$ cat config.mk
export PLATFORM = sky130hd
export DESIGN_NAME = riscv_i32_trace_pack
export DESIGN_NICKNAME = d
export VERILOG_FILES = /design/src/rtl/riscv_trace_pkg.sv /design/src/rtl/riscv_trace_fifo_2w1r.sv /design/src/rtl/riscv_i32_trace_pack.sv
export SDC_FILE = /design/constraint.sdc
export NUM_CORES = 1
export LEC_CHECK = 0
export BUFFER_PORTS_ARGS = -buffer_cell sky130_fd_sc_hd__clkbuf_2
export CAP_MARGIN = 20
export CORE_AREA = 2 2 196 198
export CTS_BUF_LIST = sky130_fd_sc_hd__clkbuf_8
export DETAILED_ROUTE_END_ITERATION = 12
export DIE_AREA = 0 0 198 200
export GPL_TIMING_DRIVEN = 0
export PLACE_DENSITY = 0.68
export RECOVER_POWER = 100
export SLEW_MARGIN = 20
export SYNTH_ARGS = -nofsm -noshare
export SYNTH_HDL_FRONTEND = slang
export SYNTH_SLANG_ARGS = --single-unit
$ cat constraint.sdc
create_clock -name clk -period 5.65 [get_ports clk]
set_input_delay 0.565 -clock clk [delete_from_list [all_inputs] [get_ports clk]]
set_output_delay 0.565 -clock clk [all_outputs]
set_load 0.01 [all_outputs]
$ cat src/rtl/riscv_trace_pkg.sv
// Shared types for the i32 branch-trace packer: packet types, header layout
// and the per-instruction trace event record.
package riscv_trace_pkg;

    typedef enum logic [1:0] {
        PKT_COUNT   = 2'b00,
        PKT_BRANCH  = 2'b01,
        PKT_SYNC    = 2'b10,
        PKT_OVFSYNC = 2'b11
    } pkt_type_t;

    localparam int unsigned HDR_TYPE_MSB        = 31;
    localparam int unsigned HDR_TYPE_LSB        = 30;
    localparam int unsigned HDR_COUNT_MAX_WIDTH = 16;

    typedef struct packed {
        logic        valid;
        logic [31:0] pc;
        logic        branch_taken;
        logic [31:0] branch_target;
    } trace_event_t;

    // Count is zero-extended by the caller, so bits above COUNT_WIDTH stay zero.
    function automatic logic [31:0] make_header(input pkt_type_t kind,
                                                input logic [HDR_COUNT_MAX_WIDTH-1:0] count);
        logic [31:0] hdr;
        hdr = '0;
        hdr[HDR_TYPE_MSB:HDR_TYPE_LSB]     = kind;
        hdr[HDR_COUNT_MAX_WIDTH-1:0]       = count;
        return hdr;
    endfunction

endpackage

$ cat src/rtl/riscv_trace_fifo_2w1r.sv
// Generic 32-bit FIFO accepting 0, 1 or 2 words per cycle and popping at most one.
// The caller guarantees enough free space for every push.
module riscv_trace_fifo_2w1r #(
    parameter int unsigned DEPTH = 8
) (
    input  logic                     clk,
    input  logic                     reset_n,
    input  logic [1:0]               push_count,
    input  logic [31:0]              push_data0,
    input  logic [31:0]              push_data1,
    input  logic                     pop,
    output logic [31:0]              head,
    output logic [$clog2(DEPTH):0]   level
);
    import riscv_trace_pkg::*;

    localparam int unsigned AW = $clog2(DEPTH);
    localparam int unsigned LW = AW + 1;

    logic [31:0]   mem [DEPTH];
    logic [AW-1:0] wr_ptr;
    logic [AW-1:0] wr_ptr_next_slot;
    logic [AW-1:0] rd_ptr;
    logic          pop_ok;

    assign wr_ptr_next_slot = wr_ptr + 1'b1;
    assign pop_ok           = pop && (level != '0);
    assign head             = (level != '0) ? mem[rd_ptr] : '0;

    always_ff @(posedge clk) begin
        if (push_count != 2'd0) begin
            mem[wr_ptr] <= push_data0;
        end
        if (push_count == 2'd2) begin
            mem[wr_ptr_next_slot] <= push_data1;
        end
    end

    always_ff @(posedge clk) begin
        if (!reset_n) begin
            wr_ptr <= '0;
            rd_ptr <= '0;
            level  <= '0;
        end else begin
            wr_ptr <= wr_ptr + AW'(push_count);
            rd_ptr <= rd_ptr + AW'(pop_ok);
            level  <= level + LW'(push_count) - LW'(pop_ok);
        end
    end

endmodule

$ cat src/rtl/riscv_i32_trace_pack.sv
// Compresses retired-instruction trace events into COUNT/BRANCH/SYNC/OVFSYNC
// packets and drains them as 32-bit words over valid/ready; never stalls the CPU.
module riscv_i32_trace_pack #(
    parameter int unsigned DEPTH       = 8,
    parameter int unsigned COUNT_WIDTH = 16
) (
    input  logic                     clk,
    input  logic                     reset_n,
    input  logic                     trace_enable,
    input  logic                     trace_valid,
    input  logic [31:0]              pc,
    input  logic                     branch_taken,
    input  logic [31:0]              branch_target,
    output logic                     pkt_valid,
    output logic [31:0]              pkt_data,
    input  logic                     pkt_ready,
    output logic [$clog2(DEPTH):0]   fifo_level,
    output logic                     overflow_pending,
    output logic                     overflow_seen
);
    import riscv_trace_pkg::*;

    localparam int unsigned LW = $clog2(DEPTH) + 1;

    trace_event_t           evt;
    logic                   enable_q;
    logic                   sync_pending;
    logic [COUNT_WIDTH-1:0] counter;

    logic                   sync_eff;
    logic [LW-1:0]          free;
    logic                   room1;
    logic                   room2;
    logic [31:0]            next_pc;
    logic [COUNT_WIDTH-1:0] cnt_inc;

    logic [1:0]             push_count;
    logic [31:0]            push_data0;
    logic [31:0]            push_data1;
    logic                   pop;

    logic [COUNT_WIDTH-1:0] counter_next;
    logic                   sync_next;
    logic                   ovf_next;
    logic                   seen_next;

    assign evt.valid         = trace_enable & trace_valid;
    assign evt.pc            = pc;
    assign evt.branch_taken  = branch_taken;
    assign evt.branch_target = branch_target;

    // Fold the enable rising edge in combinationally so an event in that same
    // cycle already resynchronises.
    assign sync_eff = sync_pending | (trace_enable & ~enable_q);
    assign free     = LW'(DEPTH) - fifo_level;
    assign room1    = free >= LW'(1);
    assign room2    = free >= LW'(2);
    assign next_pc  = evt.branch_taken ? evt.branch_target : evt.pc + 32'd4;
    assign cnt_inc  = counter + 1'b1;

    always_comb begin
        push_count   = 2'd0;
        push_data0   = '0;
        push_data1   = '0;
        counter_next = trace_enable ? counter : '0;
        sync_next    = sync_eff;
        ovf_next     = overflow_pending;
        seen_next    = overflow_seen;

        if (evt.valid) begin
            if (overflow_pending) begin
                if (room2) begin
                    push_count   = 2'd2;
                    push_data0   = make_header(PKT_OVFSYNC, '0);
                    push_data1   = next_pc;
                    ovf_next     = 1'b0;
                    counter_next = '0;
                end
            end else if (sync_eff) begin
                if (room2) begin
                    push_count   = 2'd2;
                    push_data0   = make_header(PKT_SYNC, '0);
                    push_data1   = next_pc;
                    sync_next    = 1'b0;
                    counter_next = '0;
                end else begin
                    ovf_next     = 1'b1;
                    seen_next    = 1'b1;
                    counter_next = '0;
                end
            end else if (evt.branch_taken) begin
                if (room2) begin
                    push_count   = 2'd2;
                    push_data0   = make_header(PKT_BRANCH, HDR_COUNT_MAX_WIDTH'(cnt_inc));
                    push_data1   = evt.branch_target;
                    counter_next = '0;
                end else begin
                    ovf_next     = 1'b1;
                    seen_next    = 1'b1;
                    counter_next = '0;
                end
            end else if (cnt_inc == '1) begin
                if (room1) begin
                    push_count   = 2'd1;
                    push_data0   = make_header(PKT_COUNT, HDR_COUNT_MAX_WIDTH'(cnt_inc));
                    counter_next = '0;
                end else begin
                    ovf_next     = 1'b1;
                    seen_next    = 1'b1;
                    counter_next = '0;
                end
            end else begin
                counter_next = cnt_inc;
            end
        end
    end

    always_ff @(posedge clk) begin
        if (!reset_n) begin
            enable_q         <= 1'b0;
            sync_pending     <= 1'b1;
            counter          <= '0;
            overflow_pending <= 1'b0;
            overflow_seen    <= 1'b0;
        end else begin
            enable_q         <= trace_enable;
            sync_pending     <= sync_next;
            counter          <= counter_next;
            overflow_pending <= ovf_next;
            overflow_seen    <= seen_next;
        end
    end

    assign pkt_valid = fifo_level != '0;
    assign pop       = pkt_valid & pkt_ready;

    riscv_trace_fifo_2w1r #(
        .DEPTH (DEPTH)
    ) u_fifo (
        .clk        (clk),
        .reset_n    (reset_n),
        .push_count (push_count),
        .push_data0 (push_data0),
        .push_data1 (push_data1),
        .pop        (pop),
        .head       (pkt_data),
        .level      (fifo_level)
    );

endmodule

======== Word level (Yosys, flattened, before mapping) ========
Memory sizes are Yosys's and may differ from the RTL's. A register that Yosys moved wholly into a read port is not among the register bits.
Index checks and enable logic that the tools add are counted.
operators by class
  add/sub/neg operators ................... 8
  $lt $le $gt $ge ......................... 2
  equal/unequal tests ..................... 3
  muxes and demuxes ....................... 50
  bitwise gates (word level) .............. 6
  reductions and logical operators ........ 5
operators by type and width
  cell                                                               number
  two-way mux 32 bit                                                 14
  two-way mux 16 bit                                                 9
  adder 32 x 3 -> 32 bit, second input constant                      1
  two-way mux 31 bit                                                 1
  two-way mux 1 bit                                                  20
  adder 16 x 1 -> 16 bit, second input constant                      1
  equality test 16 bit, second input constant                        1
  two-way mux 2 bit                                                  5
  adder 4 x 2 -> 4 bit                                               1
  greater-or-equal comparator 4 x 1 -> 1 bit, second input constant  1
  greater-or-equal comparator 4 x 2 -> 1 bit, second input constant  1
  AND reduction 4 bit                                                1
  nonzero test 4 bit                                                 1
  subtractor 4 x 1 -> 4 bit                                          1
  subtractor 4 bit, first input constant                             1
  adder 3 x 1 -> 3 bit                                               1
  adder 3 x 1 -> 3 bit, second input constant                        1
  adder 3 x 2 -> 3 bit                                               1
  AND 1 bit                                                          3
  two-way mux 3 bit                                                  1
  inequality test 3 bit, second input constant                       1
  nonzero test 3 bit                                                 1
  equality test 2 bit, second input constant                         1
  NOT 1 bit                                                          2
  other kinds (3)                                                    3
word-level totals
  flip-flop bits (word level) ............. 30
  memory bits (writable) .................. 256
  bits of input ports ..................... 70
  output and inout bits ................... 39
  word-level logic and storage cells ...... 83
  memories ................................ 1
memory list
  memory      depth  bits a word  rd ports  clocked after Yosys merged registers in  wr ports  line                         RTL
  u_fifo.mem  8      32           1         1                                        2         riscv_trace_fifo_2w1r.sv:20  logic [31:0] mem [DEPTH];

======== Longest topological paths before layout ========
  word-level depth ........................ 11
  gate-level depth with buffers ........... 14
  mapped depth without buffers ............ 13

======== By module ========
A second synthesis with hierarchy kept.
unflattened totals
  cells, all modules ...................... 1141
  area, all modules ....................... 16156.7 um^2
by module, submodules not included
  module                 times used  cells an instance  area an instance (um^2)  seq. area each (um^2)
  riscv_trace_fifo_2w1r  1           744                13466.7                  7887.6
  riscv_i32_trace_pack   1           397                2690.1                   400.4

======== Least setup slack after synthesis ========
OpenSTA, ideal clock, no wires.
  kind .................................... register -> register
  start point ............................. register counter[1]
  end point ............................... memory u_fifo.mem[2][0] (enable)
  arrival ................................. 4.522 ns
  required time ........................... 5.180 ns
  path slack .............................. 0.658 ns
  stages on the path, launching flop included .. 10
  buffers on the path ..................... 1
  period minus slack after synthesis ...... 4.992 ns
  path through ............................ dfxtp_1 ha_1 and4_1 nand2_1 o41ai_2 o32ai_2 nor4_1 buf_2 nand2_1 o31ai_1
RTL lines
  item                      line                         RTL
  start: declaration        riscv_i32_trace_pack.sv:28   logic [COUNT_WIDTH-1:0] counter;
  start signal: assignment  riscv_i32_trace_pack.sv:128  counter <= counter_next;
  end: declaration          riscv_trace_fifo_2w1r.sv:20

==> reports/qor.yml <==
worst_setup_path:
  worstRegToRegCells: 9
  path_max_fanout: 12
  critical_path_class: "register to register"
  critical_path_required_ns: 5.82
  crit_start: "counter[1]"
  timing.rr.start: "counter[1]"
  rrSetupSlack_ns: 0.97
  startpoint_type: "register"
  cp_data_arrival_time_ns: 4.86
  reg2reg_to: "u_fifo.mem[4][27]"
  endpoint_kind: "register"
detailed_routing:
  routed_via_density: 5.69
  drt_wl_total_um: 44600
  initialDrtViolationCount: 1371
  vias: 11000
  drcViolationCount: 0
  postRouteAntennaNets: 0
  drt_first_pass_iters: 5
  wl_per_cell_um: 23.0
clock_network:
  cts_tree: "yes"
  htree_num_levels: 2
  clk_pin_slew_ns: 0.06
  clock_latency_ns: 0.57
  cts_root_buf: "clkbuf_8"
  postCtsSetupBuffers: 0
  postCtsHoldBufs: 0
  cts-buffers-inserted: 47
  cts_resized: 0
  clockBufferDepth: 3
  cts_sinks: 286
global_routing:
  grt_pass1_wl_um: 65500
  antenna_found_initial: 1
  grt_overflow: 0
  grt_pass1_vias: 10900
  grtUsageTotal_pct: 22.5
  grt_start_max_net_pins: 33
timing:
  worst_slew_pin_slew_ns: 1.76
  setup_ws_ns: 0.968
  rsz0062_at_grt: "false"
  finalCritPeriodShare_pct: 82.9
  whs_ns: 0.288
  clock_skew_ns: 0.0191
  max_clock_freq_mhz: 214
  finalHoldViolations: 0
  finalSetupViolations: 0
  period_minus_slack_ns: 4.68
  slew_violations: 16
  slew-limit-headroom_pct: -18.4
run:
  cap_violations: 2
die:
  die_y_um: 200
  ios: 109
  dieArea_um2: 39600
  coreArea_um2: 37400
  start_util_pct: 39.6
  die_x_um: 198
  rows: 71
placement:
  portBuffers: 107
  hpwl_um: 31100
  gp_congestion: 0.874
  dp_cells: 1854
  placed_area_um2: 16400
  place_ws_ns: 1.45
power_and_ir_drop:
  p_per_area_nw_per_um2: 353
  leakage_nw: 5.86
  irDropWorstVdd_v: 0.000186
synth:
  synth_area_per_cell_um2: 12.1
  async_reset_ff_share_pct: 0
  ys_seq_area_share_pct: 55.9
  ys_seq_elements: 286
  ys.flop_type: "edfxtp_1"
  synth_fp_nets: 1308
  synth_top_area_share_pct: 51.9
  synth_common_cells: "256 x edfxtp_1, 173 x nor2_1, 140 x nand2_1, 96 x mux2i_1, 92 x o21ai_1"
  yosys.area.top_type: "edfxtp_1"
  syn_area_um2: 14800
  synth_edf_count: 256
  yosysMostFrequentCell: "edfxtp_1"
  yosys_warnings: 0
  synth_cell_types: 65
  synth.area.top_cells: "edfxtp_1 52%, mux4_2 9.7%, mux2i_1 6.5%"
  syn_inst: 1220
worst_hold_path:
  whs_endpoint: "enable_q"
  holdPathStages: 3
  min_path_type: "input port to register"
  min-delay-start: "trace_enable"
status:
  violations: "capacitance limit, slew limit"
  run_status: "complete, but fails checks"
cells_and_area:
  fill_cells: 3423
  nets: 1480
  seqCellArea_um2: 8290
  drive_gt1_share_pct: 16.4
  multi_input_area_um2: 6110
  final_area_um2: 17000
  final_cells: 1937
  area_growth_pct: 14.6
## placed cells by master (no fill, tap or decap), types with 10 or more instances in the layout
cell	count
nor3_1	13
buf_2	11
clkinv_1	11
nand4_1	14
xor2_1	18
mux2i_1	96
inv_1	42
mux4_2	64
o21ai_1	27
clkbuf_1	105
nor2_1	175
edfxtp_1	256
clkbuf_2	71
nand3_1	25
o21ai_0	82
xnor2_1	26
clkbuf_8	49
a22o_1	12
nand2_1	140
ha_1	16
a22oi_1	10
dfxtp_1	30
a21oi_1	12
## flip-flops by register name, indices dropped and copies added (netlist names)
| register | flops |
|---|---|
| u_fifo.wr_ptr | 3 |
| enable_q | 1 |
| overflow_pending | 1 |
| overflow_seen | 1 |
| u_fifo.rd_ptr | 3 |
| counter | 16 |
| u_fifo.level | 4 |
| sync_pending | 1 |
| u_fifo.mem | 256 |
## stage by stage
step / util (%) / total power, W / TNS, ns
after floorplan: - / 0.00371 / 0
after global placement: 42.8 / 0.00437 / -404.10
after detailed placement: 43.8 / 0.00442 / 0
after CTS: 46.0 / 0.00605 / 0
after global routing: 45.4 / 0.00624 / 0
final: 45.4 / 0.00600 / 0
## cells by family after synthesis
kind of cell | share of synthesized area (%)
simple gates | 12.8
xor+xnor | 2.60
compound gates | 7.94
flops | 55.9
mux | 16.3
buf+inv | 2.84
fa+ha+maj | 1.62
## worst max path at each step
stage               slack (ns)                end  cells after the start
floorplan                 0.66   u_fifo.mem[2][0]                      9
global placement         -2.25  u_fifo.mem[2][22]                      9
detailed placement        1.45  u_fifo.mem[2][31]                      8
CTS                       1.41       pkt_data[15]                      6
global route              0.66  u_fifo.mem[3][19]                     12
finish                    0.97  u_fifo.mem[4][27]                      9
## area by class of cell
| type | count | share of cell area (%) |
|---|---|---|
| inverter | 25 | 0.552 |
| antenna | 1 | 0.0147 |
| multi-input combinational | 831 | 36.0 |
| clock buffer | 49 | 3.97 |
| sequential | 286 | 48.8 |
| timing repair buffer | 123 | 4.17 |
| tap | 511 | 3.76 |
| clock inverter | 33 | 0.950 |
| buffer | 78 | 1.83 |
## per-layer routing
metal / share of wire [%] / track usage [%] / wire length, µm
met1: 40 / 30.3 / 17800
met2: 47 / 36.6 / 20800
met3: 11 / 5.19 / 4840
met4: 2.7 / 6.57 / 1180
met5: 0 / 0 / 0
## where the power goes
group	internal [W]	leakage, nW	switching [W]	total, W
sequential	0.00246	2.53	0.0000519	0.00251
clock	0.000844	0.487	0.000820	0.00166
combinational	0.000661	2.84	0.00117	0.00183
## critical path, stage by stage (launching register included)
cell      delay, ns
dfxtp_1        0.45
ha_1           0.31
and4_1         0.36
nand4_1        0.14
xnor2_1        0.42
nand2_1        0.13
nor4_1         0.38
nand3_1        0.29
o31ai_1        0.96
clkbuf_1       0.84
(Power assumes the default switching activity.)
